<file path="config.mk">
export PLATFORM = sky130hd
export DESIGN_NAME = mem_access_ctrl
export DESIGN_NICKNAME = d
export VERILOG_FILES = /design/src/rtl/mem_pkg.sv /design/src/rtl/mem_access_ctrl_load_extend.sv /design/src/rtl/mem_access_ctrl.sv
export SDC_FILE = /design/constraint.sdc
export NUM_CORES = 1
export LEC_CHECK = 0
export CELL_PAD_IN_SITES_DETAIL_PLACEMENT = 1
export CELL_PAD_IN_SITES_GLOBAL_PLACEMENT = 2
export CORE_MARGIN = 4
export CORE_UTILIZATION = 23
export CTS_CLUSTER_DIAMETER = 30
export DETAILED_ROUTE_END_ITERATION = 8
export PLACE_DENSITY = 0.86
export SLEW_MARGIN = 0
export SYNTH_ARGS = -nofsm -noshare
export SYNTH_HDL_FRONTEND = slang
export SYNTH_HIERARCHICAL = 1
export SYNTH_SLANG_ARGS = --single-unit
</file>
<file path="constraint.sdc">
create_clock -name clk -period 2.1 [get_ports clk]
set_clock_uncertainty 0.2 [all_clocks]
set_input_delay 0.42 -clock clk [delete_from_list [all_inputs] [get_ports clk]]
set_output_delay 0.42 -clock clk [all_outputs]
set_load 0.01 [all_outputs]
</file>
<file path="src/rtl/mem_pkg.sv">
// ============================================================================
// Module : mem_pkg
// Brief  : Shared access-size codes, controller state type and alignment check
//          for the data-RAM front end.
// Rev    : 1.0
// ============================================================================
`default_nettype none

package mem_pkg;

  localparam logic [1:0] SZ_BYTE = 2'b00;
  localparam logic [1:0] SZ_HALF = 2'b01;
  localparam logic [1:0] SZ_WORD = 2'b10;
  localparam logic [1:0] SZ_BAD  = 2'b11;

  typedef enum logic [1:0] {
    ST_IDLE   = 2'd0,
    ST_SETUP  = 2'd1,
    ST_STROBE = 2'd2,
    ST_RESP   = 2'd3
  } mac_state_t;

  // Only the two low address bits matter: no legal size spans more than 4 bytes.
  function automatic logic is_misaligned(input logic [1:0] size, input logic [1:0] addr_lo);
    logic mis;
    mis = 1'b0;
    case (size)
      SZ_HALF: mis = addr_lo[0];
      SZ_WORD: mis = |addr_lo;
      default: mis = 1'b0;
    endcase
    return mis;
  endfunction

endpackage

`default_nettype wire

</file>
<file path="src/rtl/mem_access_ctrl_load_extend.sv">
// ============================================================================
// Module : load_extend
// Brief  : Combinational sign/zero extension of right-justified RAM load data.
// Rev    : 1.0
// ============================================================================
`default_nettype none

module load_extend
  import mem_pkg::*;
(
  input  logic [31:0] data,
  input  logic [1:0]  size,
  input  logic        is_signed,
  output logic [31:0] result
);

  logic w_sb;
  logic w_sh;

  assign w_sb = is_signed & data[7];
  assign w_sh = is_signed & data[15];

  always_comb begin
    result = data;
    case (size)
      SZ_BYTE: result = {{24{w_sb}}, data[7:0]};
      SZ_HALF: result = {{16{w_sh}}, data[15:0]};
      default: result = data;
    endcase
  end

endmodule

`default_nettype wire

</file>
<file path="src/rtl/mem_access_ctrl.sv">
// ============================================================================
// Module : mem_access_ctrl
// Brief  : Single-outstanding load/store sequencer in front of ram256x8 with
//          alignment checking and an extended, registered load response.
// Rev    : 1.0
// ============================================================================
`default_nettype none

module mem_access_ctrl
  import mem_pkg::*;
#(
  parameter int ADDR_W = 8
) (
  input  logic              clk,
  input  logic              rst_n,
  input  logic              req_valid,
  output logic              req_ready,
  input  logic              req_rw,
  input  logic [1:0]        req_size,
  input  logic              req_signed,
  input  logic [ADDR_W-1:0] req_addr,
  input  logic [31:0]       req_wdata,
  output logic              resp_valid,
  input  logic              resp_ready,
  output logic [31:0]       resp_rdata,
  output logic              resp_fault,
  output logic              ram_enable,
  output logic              ram_rw,
  output logic [ADDR_W-1:0] ram_addr,
  output logic [1:0]        ram_size,
  output logic [31:0]       ram_wdata,
  input  logic [31:0]       ram_rdata
);

  mac_state_t        r_state;
  mac_state_t        w_next;
  logic              r_rw;
  logic [1:0]        r_size;
  logic              r_signed;
  logic [ADDR_W-1:0] r_addr;
  logic [31:0]       r_wdata;
  logic              r_enable;
  logic              r_resp_valid;
  logic [31:0]       r_resp_rdata;
  logic              r_resp_fault;
  logic              w_fault;
  logic              w_accept;
  logic [31:0]       w_ext;

  assign w_fault  = (req_size == SZ_BAD) | is_misaligned(req_size, req_addr[1:0]);
  assign w_accept = req_valid & (r_state == ST_IDLE);

  load_extend u_load_extend (
    .data      (ram_rdata),
    .size      (r_size),
    .is_signed (r_signed),
    .result    (w_ext)
  );

  always_comb begin
    w_next = r_state;
    case (r_state)
      ST_IDLE:   if (req_valid) w_next = w_fault ? ST_RESP : ST_SETUP;
      ST_SETUP:  w_next = ST_STROBE;
      ST_STROBE: w_next = ST_RESP;
      ST_RESP:   if (resp_ready) w_next = ST_IDLE;
      default:   w_next = ST_IDLE;
    endcase
  end

  always_ff @(posedge clk) begin
    if (!rst_n) begin
      r_state      <= ST_IDLE;
      r_rw         <= 1'b0;
      r_size       <= SZ_BYTE;
      r_signed     <= 1'b0;
      r_addr       <= '0;
      r_wdata      <= '0;
      r_enable     <= 1'b0;
      r_resp_valid <= 1'b0;
      r_resp_rdata <= '0;
      r_resp_fault <= 1'b0;
    end else begin
      r_state      <= w_next;
      r_enable     <= (w_next == ST_STROBE);
      r_resp_valid <= (w_next == ST_RESP);
      if (w_accept) begin
        r_rw         <= req_rw;
        r_size       <= req_size;
        r_signed     <= req_signed;
        r_addr       <= req_addr;
        r_wdata      <= req_wdata;
        r_resp_fault <= w_fault;
        r_resp_rdata <= '0;
      end
      // RAM output is valid while Enable is high; capture it as STROBE ends.
      if (r_state == ST_STROBE) begin
        r_resp_rdata <= r_rw ? 32'd0 : w_ext;
      end
    end
  end

  assign req_ready  = (r_state == ST_IDLE);
  assign resp_valid = r_resp_valid;
  assign resp_rdata = r_resp_rdata;
  assign resp_fault = r_resp_fault;
  assign ram_enable = r_enable;
  assign ram_rw     = r_rw;
  assign ram_addr   = r_addr;
  assign ram_size   = r_size;
  assign ram_wdata  = r_wdata;

endmodule

`default_nettype wire

</file>
==> results.toml, run 1 <==
[run_status]
outcome = "finished clean"

[yosys]
syn_area_sq_um = 3550
yosys-top-cells-area = "dfxtp_1 46%, nand2_1 11%, a22oi_1 6.8%, a21boi_1 6.3%, nor2b_1 5.8%"
syn_avg_cell_area_sq_um = 8.95
synth_common_cells = "105 x nand2_1, 81 x dfxtp_1, 33 x nor2b_1"
synth_most_common_cell = "nand2_1"
syn-num-nets = 480
async_flop_share_pct = 0
yosys_register_bits = 81
yosysWarnings = 6
ys_types = 33
synth_area_leader_cell = "dfxtp_1"
yosysTopAreaCellShare_pct = 45.6
synth_cells = 397
seq_area_frac_synth_pct = 45.6
ys.flop_type = "dfxtp_1"
synth_edf_count = 0

[place]
numPortBuffers = 158
dp.cells = 714
pre_cts_slack_ns = -0.0371
placed_area_sq_um = 5220
hpwl_um = 8000
gp_congestion = 0.716

[clock_tree]
clk_pin_slew_ns = 0.06
clock_latency_ns = 0.34
cts_tree = "done"
cts_setup_buffers = 0
cts_resized = 1
root_buffer = "clkbuf_16"
clock_path_buffers = 2
cts_made_buffers = 9
ctsHoldBuffers = 0
cts_sinks = 81
ctsHtreeMaxLevel = 3

[timing]
slew_headroom_pct = 74.2
worst_slew_pin_slew_ns = 0.384
rsz0062_at_grt = "no"
drv_slew = 0
fin_ws_ns = 0.126
period_share_pct = 94.0
min_period_ns = 1.97
timing.fmax_mhz = 506
finalHoldViolCount = 0
setup_violations = 0

[run]
drv_cap = 0

[global_routing]
grt_pass1_wl_um = 19000
grt_max_degree = 48
grt.total_usage_pct = 13.3
antenna_found_initial = 1
grt_overflow_total = 0
grt_pass1_vias = 3656

[final_layout]
multi_input_area_sq_um = 1640
stdcell_area_sq_um = 5470
area_growth_syn_to_layout_pct = 54.0
nNetsFinal = 620
layout.cells.non_filler = 729
utilization_pct = 36.1
nFillCells = 1739
drive_gt1_share_pct = 10.6
seq_area_sq_um = 1620

[worst_setup_path]
path_cells = "clkdlybuf4s50_1"
endpoint_kind = "output pin"
slowest_delay_ns = 0.60
critPathKind = "flop to output pin"
required_ns = 1.48
cp-start-kind = "flop"
arrival_ns = 1.35
path_max_fanout = 5
critPathSlowestCell = "clkdlybuf4s50_1"
cp.buffers_inverters = 1
critical_path.top_delay_family = "buffers and inverters"

[power_and_ir_drop]
combPwrFrac_pct = 21.9
seq_power_share_pct = 42.9
p_switching_mw = 1.08
peakVddDrop_mv = 0.276
clock_power_share_pct = 35.1
p_leak_nw = 1.94
intPower_mw = 2.88
switching_share_pct = 27.2
powerDensity_nw_per_um2 = 723

[detailed_routing]
via_count = 3265
finalWirelength_um = 11200
ant_nets = 0
detail_route.wl_per_cell_um = 15.3
dr.pass1.iters = 4
viasPerCell = 4.48
drcViolationCount = 0
dr.first_iter.drc_count = 108

[floorplanning]
core_area_sq_um = 15100
die_h_um = 132
die-area_sq_um = 17500
rows = 45
initial_core_util_pct = 23.5
ios = 159
die_width_um = 132

[worst_hold_path]
worstHoldPathType = "flop to flop"
-- placed cells by master (no fill, tap or decap), types with 2 or more instances in the layout --
cell type        Yosys  final
buf_4               12      8
buf_12               0      4
a21boi_0             5      5
clkbuf_16            0      9
a21boi_2            10     10
o21ai_1              8      8
nand2_1            105    105
clkinv_2             0      3
inv_1                3      3
clkdlybuf4s50_1      0    156
dfxtp_1             81     81
nor3b_4              1      2
ha_1                 3      3
nor2_1               3      3
nor2b_1             33     33
a22oi_1             32     32
o21ai_2              4      4
a21boi_1            30     30
nand2_2             10     10
o21ai_0             14     14
-- state kept, by name, summed over array words and instances, names as in the netlist --
register	cells
r_signed	1
r_state	2
ram_addr	8
ram_enable	1
ram_rw	1
ram_size	2
ram_wdata	32
resp_fault	1
resp_rdata	32
resp_valid	1
-- power groups by stage --
stage	clock network (mW)	logic (mW)	registers, mW
floorplan	0	0.424	1.76
global placement	0	0.866	1.73
detailed placement	0	0.882	1.73
CTS	1.46	0.884	1.70
global route	1.54	0.953	1.71
finish	1.39	0.867	1.70
-- routing by layer --
layer	vias to the layer above	global-route usage, %	share of wire [%]
met4	0	4.73	1.2
met1	1555	15.7	44
met2	103	22.0	47
met5	-	0	0
li1	1596	-	-
met3	11	5.31	7.8
-- layout make-up --
type / instances / area share [%]
Sequential cell: 81 / 29.6
Tap cell: 188 / 4.30
Timing Repair Buffer: 170 / 31.3
Multi-Input combinational cell: 272 / 29.9
Clock buffer: 10 / 4.18
Clock inverter: 4 / 0.412
Inverter: 3 / 0.206
Antenna cell: 1 / 0.0457
-- final timing paths --
check                                 start             to  slack [ns]  depth (start not counted)
worst max-delay path            ram_size[0]    ram_size[0]        0.13                          1
worst min-delay path            ram_addr[6]    ram_addr[6]        0.25                          2
worst max register to register   r_state[0]  ram_wdata[17]        0.38                          5
worst min register to register  ram_addr[6]    ram_addr[6]        0.25                          2
-- through the flow --
step / power (mW) / TNS (ns) / hold WS [ns]
finish: 3.96 / 0 / 0.255
global route: 4.20 / 0 / 0.274
CTS: 4.04 / 0 / 0.262
detailed placement: 2.62 / -0.0371 / 0.252
global placement: 2.60 / 0 / 0.242
floorplan: 2.19 / 0 / 0.274
-- cell families (layout without fill, tap and decap cells) --
family	Yosys count	after routing	synth area share (%)
DFF	81	81	45.6
muxes	1	1	0.634
adders and majority gates	3	3	1.06
and+or+nand+nor	159	159	21.3
buffers and inverters	44	187	8.66
AOI/OAI and AO/OA	109	109	22.7
other	0	1	0
No activity file was read; power rests on OpenSTA's default activity.
==> run 2: changes to the inputs <==
--- a/config.mk
+++ b/config.mk
@@ -8,10 +8,11 @@
 export CELL_PAD_IN_SITES_DETAIL_PLACEMENT = 1
 export CELL_PAD_IN_SITES_GLOBAL_PLACEMENT = 2
 export CORE_MARGIN = 4
-export CORE_UTILIZATION = 23
+export CORE_UTILIZATION = 24
+export CTS_BUF_LIST = sky130_fd_sc_hd__clkbuf_4
 export CTS_CLUSTER_DIAMETER = 30
 export DETAILED_ROUTE_END_ITERATION = 8
-export PLACE_DENSITY = 0.86
+export PLACE_DENSITY = 0.89
 export SLEW_MARGIN = 0
 export SYNTH_ARGS = -nofsm -noshare
 export SYNTH_HDL_FRONTEND = slang
==> run 2 against run 1 <==
  * Setup slack lost 0.034 ns
  * Die area shrank 3.9%
  * Power shrank 12%
==> results.toml, run 2 (same netlist as run 1, synthesis figures left out) <==
[worst_setup_path]
endpoint_kind = "output pin"
reg2reg_slack_ns = 0.40
critPathSlowestCell = "clkdlybuf4s50_1"
required_ns = 1.48
critPathKind = "flop to output pin"
critical_path.top_delay_family = "buffers and inverters"
arrival_ns = 1.39
rr_worst_depth = 5
cp-start-kind = "flop"
rr_endpoint = "resp_rdata[9]"
r2r-start = "ram_size[1]"
cp.depth = 1
slowest_delay_ns = 0.58
cp.buffers_inverters = 1
path_max_fanout = 2
path_cells = "clkdlybuf4s50_1"

[global_routing]
grt.total_usage_pct = 13.5
antenna_found_initial = 0
grt_pass1_wl_um = 18100
grt_max_degree = 82
grt_pass1_vias = 3534
grt_overflow_total = 0

[clock_tree]
ctsHoldBuffers = 0
clock_path_buffers = 2
root_buffer = "clkbuf_4"
clock_latency_ns = 0.44
cts_sinks = 81
cts_made_buffers = 9
clk_pin_slew_ns = 0.13
ctsHtreeMaxLevel = 3
cts_tree = "done"

[floorplanning]
rows = 44
die-area_sq_um = 16800
ios = 159
die_width_um = 130
initial_core_util_pct = 24.5
die_h_um = 130
core_area_sq_um = 14500

[power_and_ir_drop]
switching_share_pct = 29.7
powerDensity_nw_per_um2 = 651
totalPowerFinal_mw = 3.49
clock_power_share_pct = 26.3
p_switching_mw = 1.03
peakVddDrop_mv = 0.253
combPwrFrac_pct = 25.0
intPower_mw = 2.45
seq_power_share_pct = 48.7
p_leak_nw = 1.89

[worst_hold_path]
holdPathStages = 2
worstHoldPathType = "flop to flop"
min-delay-start = "ram_wdata[12]"
hold_end = "ram_wdata[12]"

[final_layout]
area_growth_syn_to_layout_pct = 50.5
layout_common_cells = "155 x clkdlybuf4s50_1, 105 x nand2_1, 78 x dfxtp_1"
nNetsFinal = 619
final_common_cell = "clkdlybuf4s50_1"
layout.cells.non_filler = 725
stdcell_area_sq_um = 5350
seq_area_sq_um = 1630
nFillCells = 1707
num_antenna_cells = 0
multi_input_area_sq_um = 1640
drive_gt1_share_pct = 11.1

[timing]
period_share_pct = 95.6
worst_slew_pin_slew_ns = 0.373
setup_tns_ns = 0
drv_slew = 0
rsz0062_at_grt = "no"
setup_violations = 0
timing.fmax_mhz = 498
finalHoldViolCount = 0
slew_headroom_pct = 75.0
min_period_ns = 2.01

[run]
drv_cap = 0

[detailed_routing]
drcViolationCount = 0
ant_nets = 0
finalWirelength_um = 11200
detail_route.wl_per_cell_um = 15.5
viasPerCell = 4.52
via_count = 3278
dr.pass1.iters = 4
dr.first_iter.drc_count = 83

[place]
placed_area_sq_um = 5220
numPortBuffers = 158
hpwl_um = 7870
gp_congestion = 0.757
dp.cells = 709

[run_status]
outcome = "finished clean"
-- run 2: final cells by class --
class,count,share of cell area (%)
Clock buffer,9,1.26
Timing Repair Buffer,169,32.1
Multi-Input combinational cell,272,30.6
Clock inverter,7,1.15
Tap cell,184,4.30
Inverter,3,0.210
Sequential cell,81,30.4
-- run 2: worst register-to-register path, delay by kind of cell, from the launching register on --
family | cells | cell delay (ns)
AND/OR/NAND/NOR | 3 | 0.54
AO/OA/AOI/OAI | 1 | 0.19
flip-flops | 1 | 0.38
buffers and inverters | 1 | 0.30
-- run 2: power groups by stage --
| stage | logic [mW] | clock network (mW) | registers [mW] |
|---|---|---|---|
| 5_1_grt | 0.952 | 1.05 | 1.71 |
| 3_5_place_dp | 0.892 | 0 | 1.73 |
| 6_report | 0.870 | 0.918 | 1.70 |
| 3_3_place_gp | 0.869 | 0 | 1.73 |
| 2_1_floorplan | 0.424 | 0 | 1.76 |
| 4_1_cts | 0.894 | 0.981 | 1.70 |
-- run 2: worst max path at each step --
stage,startpoint,end,slack [ns]
after floorplan,ram_size[0],resp_rdata[21],0.55
after global placement,req_valid,ram_wdata[23],0.04
after detailed placement,req_size[0],resp_fault,-0.07
after CTS,resp_rdata[7],resp_rdata[7],0.02
after global routing,ram_wdata[10],ram_wdata[10],0.007
final,resp_rdata[7],resp_rdata[7],0.09
-- run 2: per-layer routing --
metal	vias up	global-route usage, %	part of all wire, %
met5	-	0	0
met4	0	5.20	1.4
met3	14	4.67	8.3
met2	103	23.3	50
met1	1565	15.4	40
li1	1596	-	-
-- run 2: what timing repair did --
action                                  4_1_cts  5_1_grt
resized for setup                             5        0
buffers inserted                              0        0
endpoints found under the hold margin         0        0
endpoints found under the setup margin        3        0
-- run 2: per-stage QoR --
step / setup WS [ns] / utilization, % / hold slack, ns
finish: 0.0920 / 36.8 / 0.263
global route: 0.00651 / 36.8 / 0.260
CTS: 0.0222 / 36.8 / 0.230
detailed placement: -0.0716 / 35.9 / 0.249
global placement: 0.0391 / 35.9 / 0.240
floorplan: 0.546 / - / 0.274
